--- src/rtl/vend_fsm.sv ---
// Vending machine controller: coin acceptance with credit limit, item
// selection with affordability enables, timed dispense strobe and 5-unit
// change return. Every output comes straight from a register.
module vend_fsm #(
   parameter int PRICE_CHILD = 10,
   parameter int PRICE_MEN   = 15,
   parameter int PRICE_WOMEN = 20,
   parameter int CREDIT_MAX  = 60,
   parameter int BLINK_DIV   = 4,
   parameter int DISP_CYCLES = 8
) (
   input  logic       clk,
   input  logic       rst,
   input  logic       coin5,
   input  logic       coin10,
   input  logic       sw_child,
   input  logic       sw_men,
   input  logic       sw_women,
   input  logic       cancel,
   output logic [1:0] state,
   output logic       blink,
   output logic       en_child,
   output logic       en_men,
   output logic       en_women,
   output logic       vend_child,
   output logic       vend_men,
   output logic       vend_women,
   output logic       change_out,
   output logic       coin_reject,
   output logic [5:0] credit
);

   localparam logic [1:0] S_IDLE     = 2'b00;
   localparam logic [1:0] S_SELECT   = 2'b01;
   localparam logic [1:0] S_DISPENSE = 2'b10;
   localparam logic [1:0] S_CHANGE   = 2'b11;

   localparam int BW = (BLINK_DIV > 1) ? $clog2(BLINK_DIV) : 1;
   localparam int DW = (DISP_CYCLES > 1) ? $clog2(DISP_CYCLES) : 1;
   localparam logic [BW-1:0] BLINK_LAST = BW'(BLINK_DIV - 1);
   localparam logic [DW-1:0] DISP_LAST  = DW'(DISP_CYCLES - 1);

   // Prices and limit widened by one bit so credit + coin never wraps.
   localparam logic [6:0] P_CHILD = 7'(PRICE_CHILD);
   localparam logic [6:0] P_MEN   = 7'(PRICE_MEN);
   localparam logic [6:0] P_WOMEN = 7'(PRICE_WOMEN);
   localparam logic [6:0] C_MAX   = 7'(CREDIT_MAX);

   logic [1:0]    state_reg, state_next;
   logic [5:0]    credit_reg, credit_next;
   logic [2:0]    en_reg, en_next;       // {child, men, women}
   logic [2:0]    vend_reg, vend_next;   // {child, men, women}, doubles as the item latch
   logic          change_reg, change_next;
   logic          reject_reg, reject_next;
   logic          blink_reg, blink_next;
   logic [BW-1:0] blink_cnt_reg, blink_cnt_next;
   logic [DW-1:0] disp_cnt_reg, disp_cnt_next;

   logic          coin_any;
   logic          coin_ok;
   logic          cancel_sel;
   logic [6:0]    coin_val;
   logic [6:0]    sum;
   logic [6:0]    price;
   logic [2:0]    sel_valid;

   // Decide whether this cycle's coin is taken; cancel in SELECT steals it.
   always_comb begin
      coin_any   = coin5 | coin10;
      coin_val   = coin10 ? 7'd10 : 7'd5;
      cancel_sel = (state_reg == S_SELECT) && cancel;
      coin_ok    = coin_any && !(coin5 && coin10)
                   && ((state_reg == S_IDLE) || (state_reg == S_SELECT))
                   && !cancel_sel
                   && (({1'b0, credit_reg} + coin_val) <= C_MAX);
      // Enables are registered copies of affordability, so they gate the switches directly.
      sel_valid  = {sw_child, sw_men, sw_women} & en_reg;
   end

   // Main state machine and credit bookkeeping.
   always_comb begin
      state_next    = state_reg;
      credit_next   = credit_reg;
      vend_next     = vend_reg;
      disp_cnt_next = disp_cnt_reg;
      change_next   = 1'b0;
      reject_next   = coin_any && !coin_ok;
      sum           = {1'b0, credit_reg} + (coin_ok ? coin_val : 7'd0);
      price         = 7'd0;
      en_next       = 3'b000;

      case (state_reg)
         S_IDLE: begin
            if (coin_ok) begin
               credit_next = 6'(sum);
               state_next  = S_SELECT;
            end
         end
         S_SELECT: begin
            if (cancel) begin
               state_next = S_CHANGE;
            end else begin
               // Fixed priority child > men > women among affordable selections.
               if (sel_valid[2]) begin
                  price     = P_CHILD;
                  vend_next = 3'b100;
               end else if (sel_valid[1]) begin
                  price     = P_MEN;
                  vend_next = 3'b010;
               end else if (sel_valid[0]) begin
                  price     = P_WOMEN;
                  vend_next = 3'b001;
               end
               credit_next = 6'(sum - price);
               if (sel_valid != 3'b000) begin
                  state_next    = S_DISPENSE;
                  disp_cnt_next = '0;
               end
            end
         end
         S_DISPENSE: begin
            if (disp_cnt_reg == DISP_LAST) begin
               vend_next  = 3'b000;
               state_next = (credit_reg != 6'd0) ? S_CHANGE : S_IDLE;
            end else begin
               disp_cnt_next = disp_cnt_reg + DW'(1);
            end
         end
         S_CHANGE: begin
            if (credit_reg != 6'd0) begin
               credit_next = credit_reg - 6'd5;
               change_next = 1'b1;
            end else begin
               state_next = S_IDLE;
            end
         end
         default: state_next = S_IDLE;
      endcase

      // Enables track the credit that will be visible alongside them.
      if (state_next == S_SELECT) begin
         en_next = {({1'b0, credit_next} >= P_CHILD),
                    ({1'b0, credit_next} >= P_MEN),
                    ({1'b0, credit_next} >= P_WOMEN)};
      end
   end

   // Free-running blink divider, independent of the FSM.
   always_comb begin
      blink_next     = blink_reg;
      blink_cnt_next = blink_cnt_reg + BW'(1);
      if (blink_cnt_reg == BLINK_LAST) begin
         blink_cnt_next = '0;
         blink_next     = ~blink_reg;
      end
   end

   // State and output registers; reset clears everything including counters.
   always_ff @(posedge clk) begin
      if (rst) begin
         state_reg     <= S_IDLE;
         credit_reg    <= '0;
         en_reg        <= '0;
         vend_reg      <= '0;
         change_reg    <= 1'b0;
         reject_reg    <= 1'b0;
         blink_reg     <= 1'b0;
         blink_cnt_reg <= '0;
         disp_cnt_reg  <= '0;
      end else begin
         state_reg     <= state_next;
         credit_reg    <= credit_next;
         en_reg        <= en_next;
         vend_reg      <= vend_next;
         change_reg    <= change_next;
         reject_reg    <= reject_next;
         blink_reg     <= blink_next;
         blink_cnt_reg <= blink_cnt_next;
         disp_cnt_reg  <= disp_cnt_next;
      end
   end

   assign state       = state_reg;
   assign credit      = credit_reg;
   assign en_child    = en_reg[2];
   assign en_men      = en_reg[1];
   assign en_women    = en_reg[0];
   assign vend_child  = vend_reg[2];
   assign vend_men    = vend_reg[1];
   assign vend_women  = vend_reg[0];
   assign change_out  = change_reg;
   assign coin_reject = reject_reg;
   assign blink       = blink_reg;

endmodule

--- config.mk ---
export PLATFORM = sky130hd
export DESIGN_NAME = vend_fsm
export DESIGN_NICKNAME = d
export VERILOG_FILES = /design/src/rtl/vend_fsm.sv
export SDC_FILE = /design/constraint.sdc
export NUM_CORES = 1
export LEC_CHECK = 0
export ABC_AREA = 0
export CORE_ASPECT_RATIO = 0.8
export CORE_MARGIN = 10
export CORE_UTILIZATION = 50
export CTS_CLUSTER_DIAMETER = 100
export CTS_CLUSTER_SIZE = 12
export DETAILED_ROUTE_END_ITERATION = 16
export GPL_ROUTABILITY_DRIVEN = 0
export GPL_TIMING_DRIVEN = 1
export PLACE_DENSITY = 0.87
export SLEW_MARGIN = 0
export SYNTH_ARGS = -nofsm -noshare
export SYNTH_HDL_FRONTEND = slang
export SYNTH_SLANG_ARGS = --single-unit
--- constraint.sdc ---
create_clock -name clk -period 5.05 [get_ports clk]
set_clock_uncertainty 0.05 [all_clocks]
set_input_delay 0.7575 -clock clk [delete_from_list [all_inputs] [get_ports clk]]
set_output_delay 0.7575 -clock clk [all_outputs]
set_load 0.05 [all_outputs]
# --- After elaboration in Yosys (flattened, before gate mapping) ---
# Index checks and enable logic that the tools add are counted.
# Widths: inputs -> output; s select.
word_totals:
  memories: 0
  mem_bits_ro: 0
  mem_bits_rw: 0
  latchBits: 0
  elab_cells: 84
  regBits: 22
  output_inout_bits: 17
op_classes:
  n_mux: 29
  shifts: 0
  n_bitwise: 5
  div_mod_pow: 0
  multipliers: 0
  addsub: 6
  reduce_logical: 20
  order_cmp: 4
  n_eq_ne: 11
ops:
  columns: ["op", "n"]
  rows:
  - ["$mux 6", 5]
  - ["$mux 3", 8]
  - ["$pmux 6 s3", 1]
  - ["$mux 5", 3]
  - ["$ge 6x4->1 const B", 2]
  - ["$mux 2", 6]
  - ["$pmux 3 s2", 2]
  - ["$mux 4", 2]
  - ["$pmux 2 s4", 1]
  - ["$reduce_and 4->1", 2]
  - ["$add 6x4->7", 1]
  - ["$le 7x6->1 const B", 1]
  - ["$logic_and 1x1->1", 7]
  - ["$add 6x4->6", 1]
  - ["$eq 2x2->1 const B", 3]
  - ["$ge 6x5->1 const B", 1]
  - ["$ne 2x2->1 const B", 3]
  - ["$reduce_bool 6->1", 1]
  - ["$reduce_or 2->1", 3]
  - ["$sub 6x3->6 const B", 1]
  - ["$sub 6x6->6", 1]
  - ["$eq 2x1->1 const B", 2]
  - ["$ne 4x4->1 const B", 1]
  - ["$add 3x1->3 const B", 1]
  - ["other kinds (12)", 16]

# --- Depth between registers and ports, before layout ---
logic_depth:
  depth_word: 12
  depth_mapped: 22

# --- Worst setup path before layout ---
# OpenSTA, ideal clock, no wires.
synth_timing:
  kind: "input port to flip-flop"
  from: "input port coin10"
  to: "register en_reg[1]"
  required_ps: 4867
  arrival_time_ps: 5091
  setup_slack_ps: -224
  cell_stages: 22
  path_buffers: 1
  path_cell_list: "clkbuf_1 inv_1 ha_1 fa_1 o21a_1 o2111ai_2 o31ai_4 nor2_1 xnor2_1 ha_1 nor2_1 nor2_1 o21ai_0 o21ai_0 xnor2_1 ha_1 a21oi_1 nand3_1 o2111a_1 a311o_1 a211oi_4 o221ai_1"
synth_between:
  elab_chain_cells: 12
  word_cells_on_any_way: 22
synth_lines:
  columns: ["element", "line", "source"]
  rows:
  - ["start: declaration", "15", "input logic coin10,"]
  - ["branches (longest 12 deep; another with $add 6x4->7)", null, null]
  - ["end signal: assignment", "173", "en_reg <= en_next;"]
  - ["end: declaration", "51", "logic [2:0] en_reg, en_next;"]
# Several ways; the timed one is not identified.
# A chain may end at the register's enable or synchronous reset.

# --- Final worst setup path ---
layout_timing:
  from: "input port coin10"
  to: "register credit_reg[3] (netlist: credit[3])"
layout_between:
  elab_chain_cells: 11
  word_cells_on_any_way: 16
layout_lines:
  columns: ["element", "line", "source"]
  rows:
  - ["branches (longest 10 deep; another with $add 6x4->7)", null, null]
  - ["$pmux 6 s3 (*)", "92", "case (state_reg)"]
  - ["end signal: assignment", "172", "credit_reg <= credit_next;"]
  - ["end: declaration", "50", "logic [5:0] credit_reg, credit_next;"]
# Every way passes the cells marked *.

==> results.sh <==
export IMPL_synthesis_nets=289
export IMPL_fill_cells=326
export IMPL_hp_class="reg -> reg"
export IMPL_ys_seq_area_share_pct=22.17
export IMPL_final_hold_violation_count=0
export IMPL_die_y_um=76.38
export IMPL_num_io_pins=25
export IMPL_crit_arrival_ps=4850
export IMPL_max_stage_delay_ps=570
export IMPL_synth_edff_count=0
export IMPL_status="complete, no violations"
export IMPL_nNetsFinal=335
export IMPL_numCtsBuffers=3
export IMPL_finalSetupViolCount=0
export IMPL_drtPass1Iterations=5
export IMPL_synth_top_family_by_area="compound AO/OA/AOI/OAI gates"
export IMPL_slew_headroom_pct=51.83
export IMPL_worst_ep_required_time_ps=5130
export IMPL_ys_ff_latch=22
export IMPL_drive_gt1_share_pct=19.74
export IMPL_clkSinkCount=22
export IMPL_max_freq_mhz=209.8
export IMPL_async_flop_share_pct=0
export IMPL_grt_overflow_total=0
export IMPL_drcViolationCount=0
export IMPL_first_iter_violations=355
export IMPL_root_buffer="clkbuf_8"
export IMPL_synth_xor_area_share_pct=4.849
export IMPL_cts_tree="yes"
export IMPL_numPortBuffers=24
export IMPL_path_clk_slew_ps=70
export IMPL_h_tree_depth=1
export IMPL_grt_pass1_vias=1986
export IMPL_grt_first_pass_wirelength_um=9791
export IMPL_avgViaCountPerCell=6.104
export IMPL_initial_core_util_pct=52.24
export IMPL_syn_area_per_cell_sq_um=7.526
export IMPL_rsz0062_at_grt="no"
export IMPL_power_mw=1.820
export IMPL_rows=20
export IMPL_cp_start_kind="input port"
export IMPL_wl_per_cell_um=16.68
export IMPL_antenna_found_initial=0
export IMPL_post_place_cells=355
export IMPL_grt_usage_pct=16.33
export IMPL_synth_fa_ha_area_share_pct=11.46
export IMPL_num_vias=2222
export IMPL_die_w_um=90.48
export IMPL_p_leak_nw=1.027
export IMPL_final_cells=364
export IMPL_powerDensity_nw_per_um2=695.5
export IMPL_fin_crit_ps=4766
export IMPL_max_cap_viol_count=0
export IMPL_clock_latency_ps=260
export IMPL_dieArea_sq_um=6911
export IMPL_final_setup_tns_ps=0
export IMPL_postRouteAntennaNets=0
export IMPL_critPathKind="in -> reg"
export IMPL_tightest_slew_ps=720.3
export IMPL_cp_end_kind="register"
export IMPL_fin_crit_sh_pct=94.37
export IMPL_ys_flop_type="dfxtp_1"
export IMPL_ys_warn_count=0
export IMPL_ir_drop_mv=0.3551
export IMPL_clockBufferDepth=2
export IMPL_path_common_cell="buf_4"
export IMPL_slowest_stage="fa_2"
export IMPL_diodes=0
export IMPL_area_growth_pct=31.68
export IMPL_synth_cells=264
export IMPL_synth_simple_gate_area_share_pct=26.95
export IMPL_grt_max_degree=27
export IMPL_cp_max_fo=14
export IMPL_drt_wl_total_um=6072
export IMPL_muxShareOfSynthArea_pct=1.008
export IMPL_core_area_sq_um=3804
export IMPL_largest_reg_flops=6
export IMPL_yosys_cell_types_count=58
export IMPL_crit_chain="dlymetal6s2s_1 -> buf_4 -> fa_2 -> o21a_1 -> o2111ai_4 -> buf_4 -> o311ai_4 -> nor2_1 -> ha_2 -> buf_4 -> a31oi_1 -> xor2_1 -> ha_1 -> a21oi_1 -> o21ai_0 -> xor2_1 -> a221oi_2 -> a31oi_2 -> buf_4 -> nor2b_1"
export IMPL_netlist_area_sq_um=1987
export IMPL_synth_compound_area_share_pct=27.96
export IMPL_hpwl_um=4433
export IMPL_maxSlewViolCount=0
[cell type report]
type	instances	area, sq um	share of cell area (%)
multi-input cells	215	1520	58.11
well taps	55	68.82	2.630
inverters	11	41.29	1.578
clock buffers	4	55.05	2.104
flip-flops and latches	22	440.4	16.83
repair buffers	57	490.5	18.75
[critical path: cells and delay by family]
kind / cells / cell delay [ps]
adder cells (fa/ha/maj): 3 / 1090
AO/OA/AOI/OAI: 8 / 1560
buffers and inverters: 5 / 840
XOR/XNOR: 2 / 390
AND/OR/NAND/NOR: 2 / 190
[report_power, final]
group          internal [mW]  switching, mW  leakage [nW]
Clock                 0.0696         0.0558        0.0288
Sequential             0.218         0.0535         0.180
Combinational          0.573          0.850         0.818
[cells in the final DEF (no fill, tap or decap), types with 2 or more instances in the layout]
cell type / n
nor3b_1: 3
dfxtp_1: 22
nand2b_1: 3
clkdlybuf4s50_1: 23
o211ai_1: 3
nand2_1: 31
a32oi_1: 2
a21o_1: 2
nor2_1: 27
and2_1: 3
xnor2_1: 6
a22oi_1: 2
nand3_1: 17
o21ai_0: 10
nor2b_1: 8
clkbuf_8: 4
mux2i_1: 2
o2111ai_1: 2
o21a_1: 3
a311oi_1: 2
o221ai_2: 2
nor3_1: 9
ha_1: 13
inv_1: 10
o21ai_2: 3
a21oi_1: 17
buf_4: 33
a31oi_1: 2
xor2_1: 5
ha_2: 2
or3_1: 4
[timing repair]
action	4_1_cts	5_1_grt
setup endpoints to repair	4	7
pin swaps	4	17
gates cloned	0	0
gates resized for setup	2	13
buffers inserted	1	4
hold buffers	0	0
[Yosys cell counts, types with 2 or more instances]
| cell | number | area (sq um) |
|---|---|---|
| clkbuf_1 | 11 | 41.29 |
| o211ai_1 | 3 | 22.52 |
| o21a_1 | 3 | 22.52 |
| a22oi_1 | 2 | 15.01 |
| xnor2_1 | 6 | 52.55 |
| xor2_1 | 5 | 43.79 |
| a31oi_1 | 3 | 18.77 |
| or3_1 | 4 | 25.02 |
| nand2b_1 | 3 | 18.77 |
| o21ai_0 | 12 | 60.06 |
| a21oi_1 | 17 | 85.08 |
| nor3b_1 | 3 | 22.52 |
| nor2b_1 | 8 | 50.05 |
| o221ai_1 | 2 | 17.52 |
| buf_4 | 2 | 15.01 |
| nand2_1 | 31 | 116.4 |
| o2111ai_1 | 2 | 17.52 |
| fa_1 | 2 | 40.04 |
| dfxtp_1 | 22 | 440.4 |
| o31ai_1 | 2 | 15.01 |
| ha_1 | 15 | 187.7 |
| nor3_1 | 9 | 45.04 |
| a21o_1 | 2 | 15.01 |
| mux2i_1 | 2 | 20.02 |
| inv_1 | 11 | 41.29 |
| and2_1 | 3 | 18.77 |
| nor2_1 | 27 | 101.4 |
| buf_2 | 2 | 10.01 |
| a311oi_1 | 2 | 17.52 |
| a32oi_1 | 2 | 17.52 |
| nand3_1 | 18 | 90.09 |
| o22ai_1 | 2 | 12.51 |
[cells by family after synthesis]
kind of cell | count (synthesis)
AND/OR/NAND/NOR | 112
AO/OA/AOI/OAI | 73
buffers and inverters | 27
flip-flops | 22
adder cells (fa/ha/maj) | 17
XOR/XNOR | 11
multiplexers | 2
[layer usage]
metal  wire (um)  track usage (%)  up-vias  share of wire, %
li1            -                -     1054                 -
met1        2577            22.01     1024                42
met2        2789            24.82      134                46
met3         654            5.610       10                11
met4          51            2.381        0              0.84
met5           0                0        -                 0
[worst paths after layout]
check | start | end | slack (ps) | depth (start not counted)
setup reg to reg | credit[0] | credit[3] | 630 | 19
setup / recovery | coin10 | credit[3] | 280 | 20
hold / removal | blink_cnt_reg[0] | blink_cnt_reg[0] | 380 | 1
hold reg to reg | blink_cnt_reg[0] | blink_cnt_reg[0] | 380 | 1
[through the flow]
stage	area [sq um]	util (%)	worst slack [ps]	hold slack (ps)
global placement	2450	64.41	-193.7	364.1
floorplan	2004	-	5.474	354.3
finish	2616	68.78	284.2	378.6
global route	2616	68.78	91.56	406.3
detailed placement	2450	64.41	-360.7	371.1
CTS	2520	66.25	27.09	381.4
(Power assumes the default switching activity.)
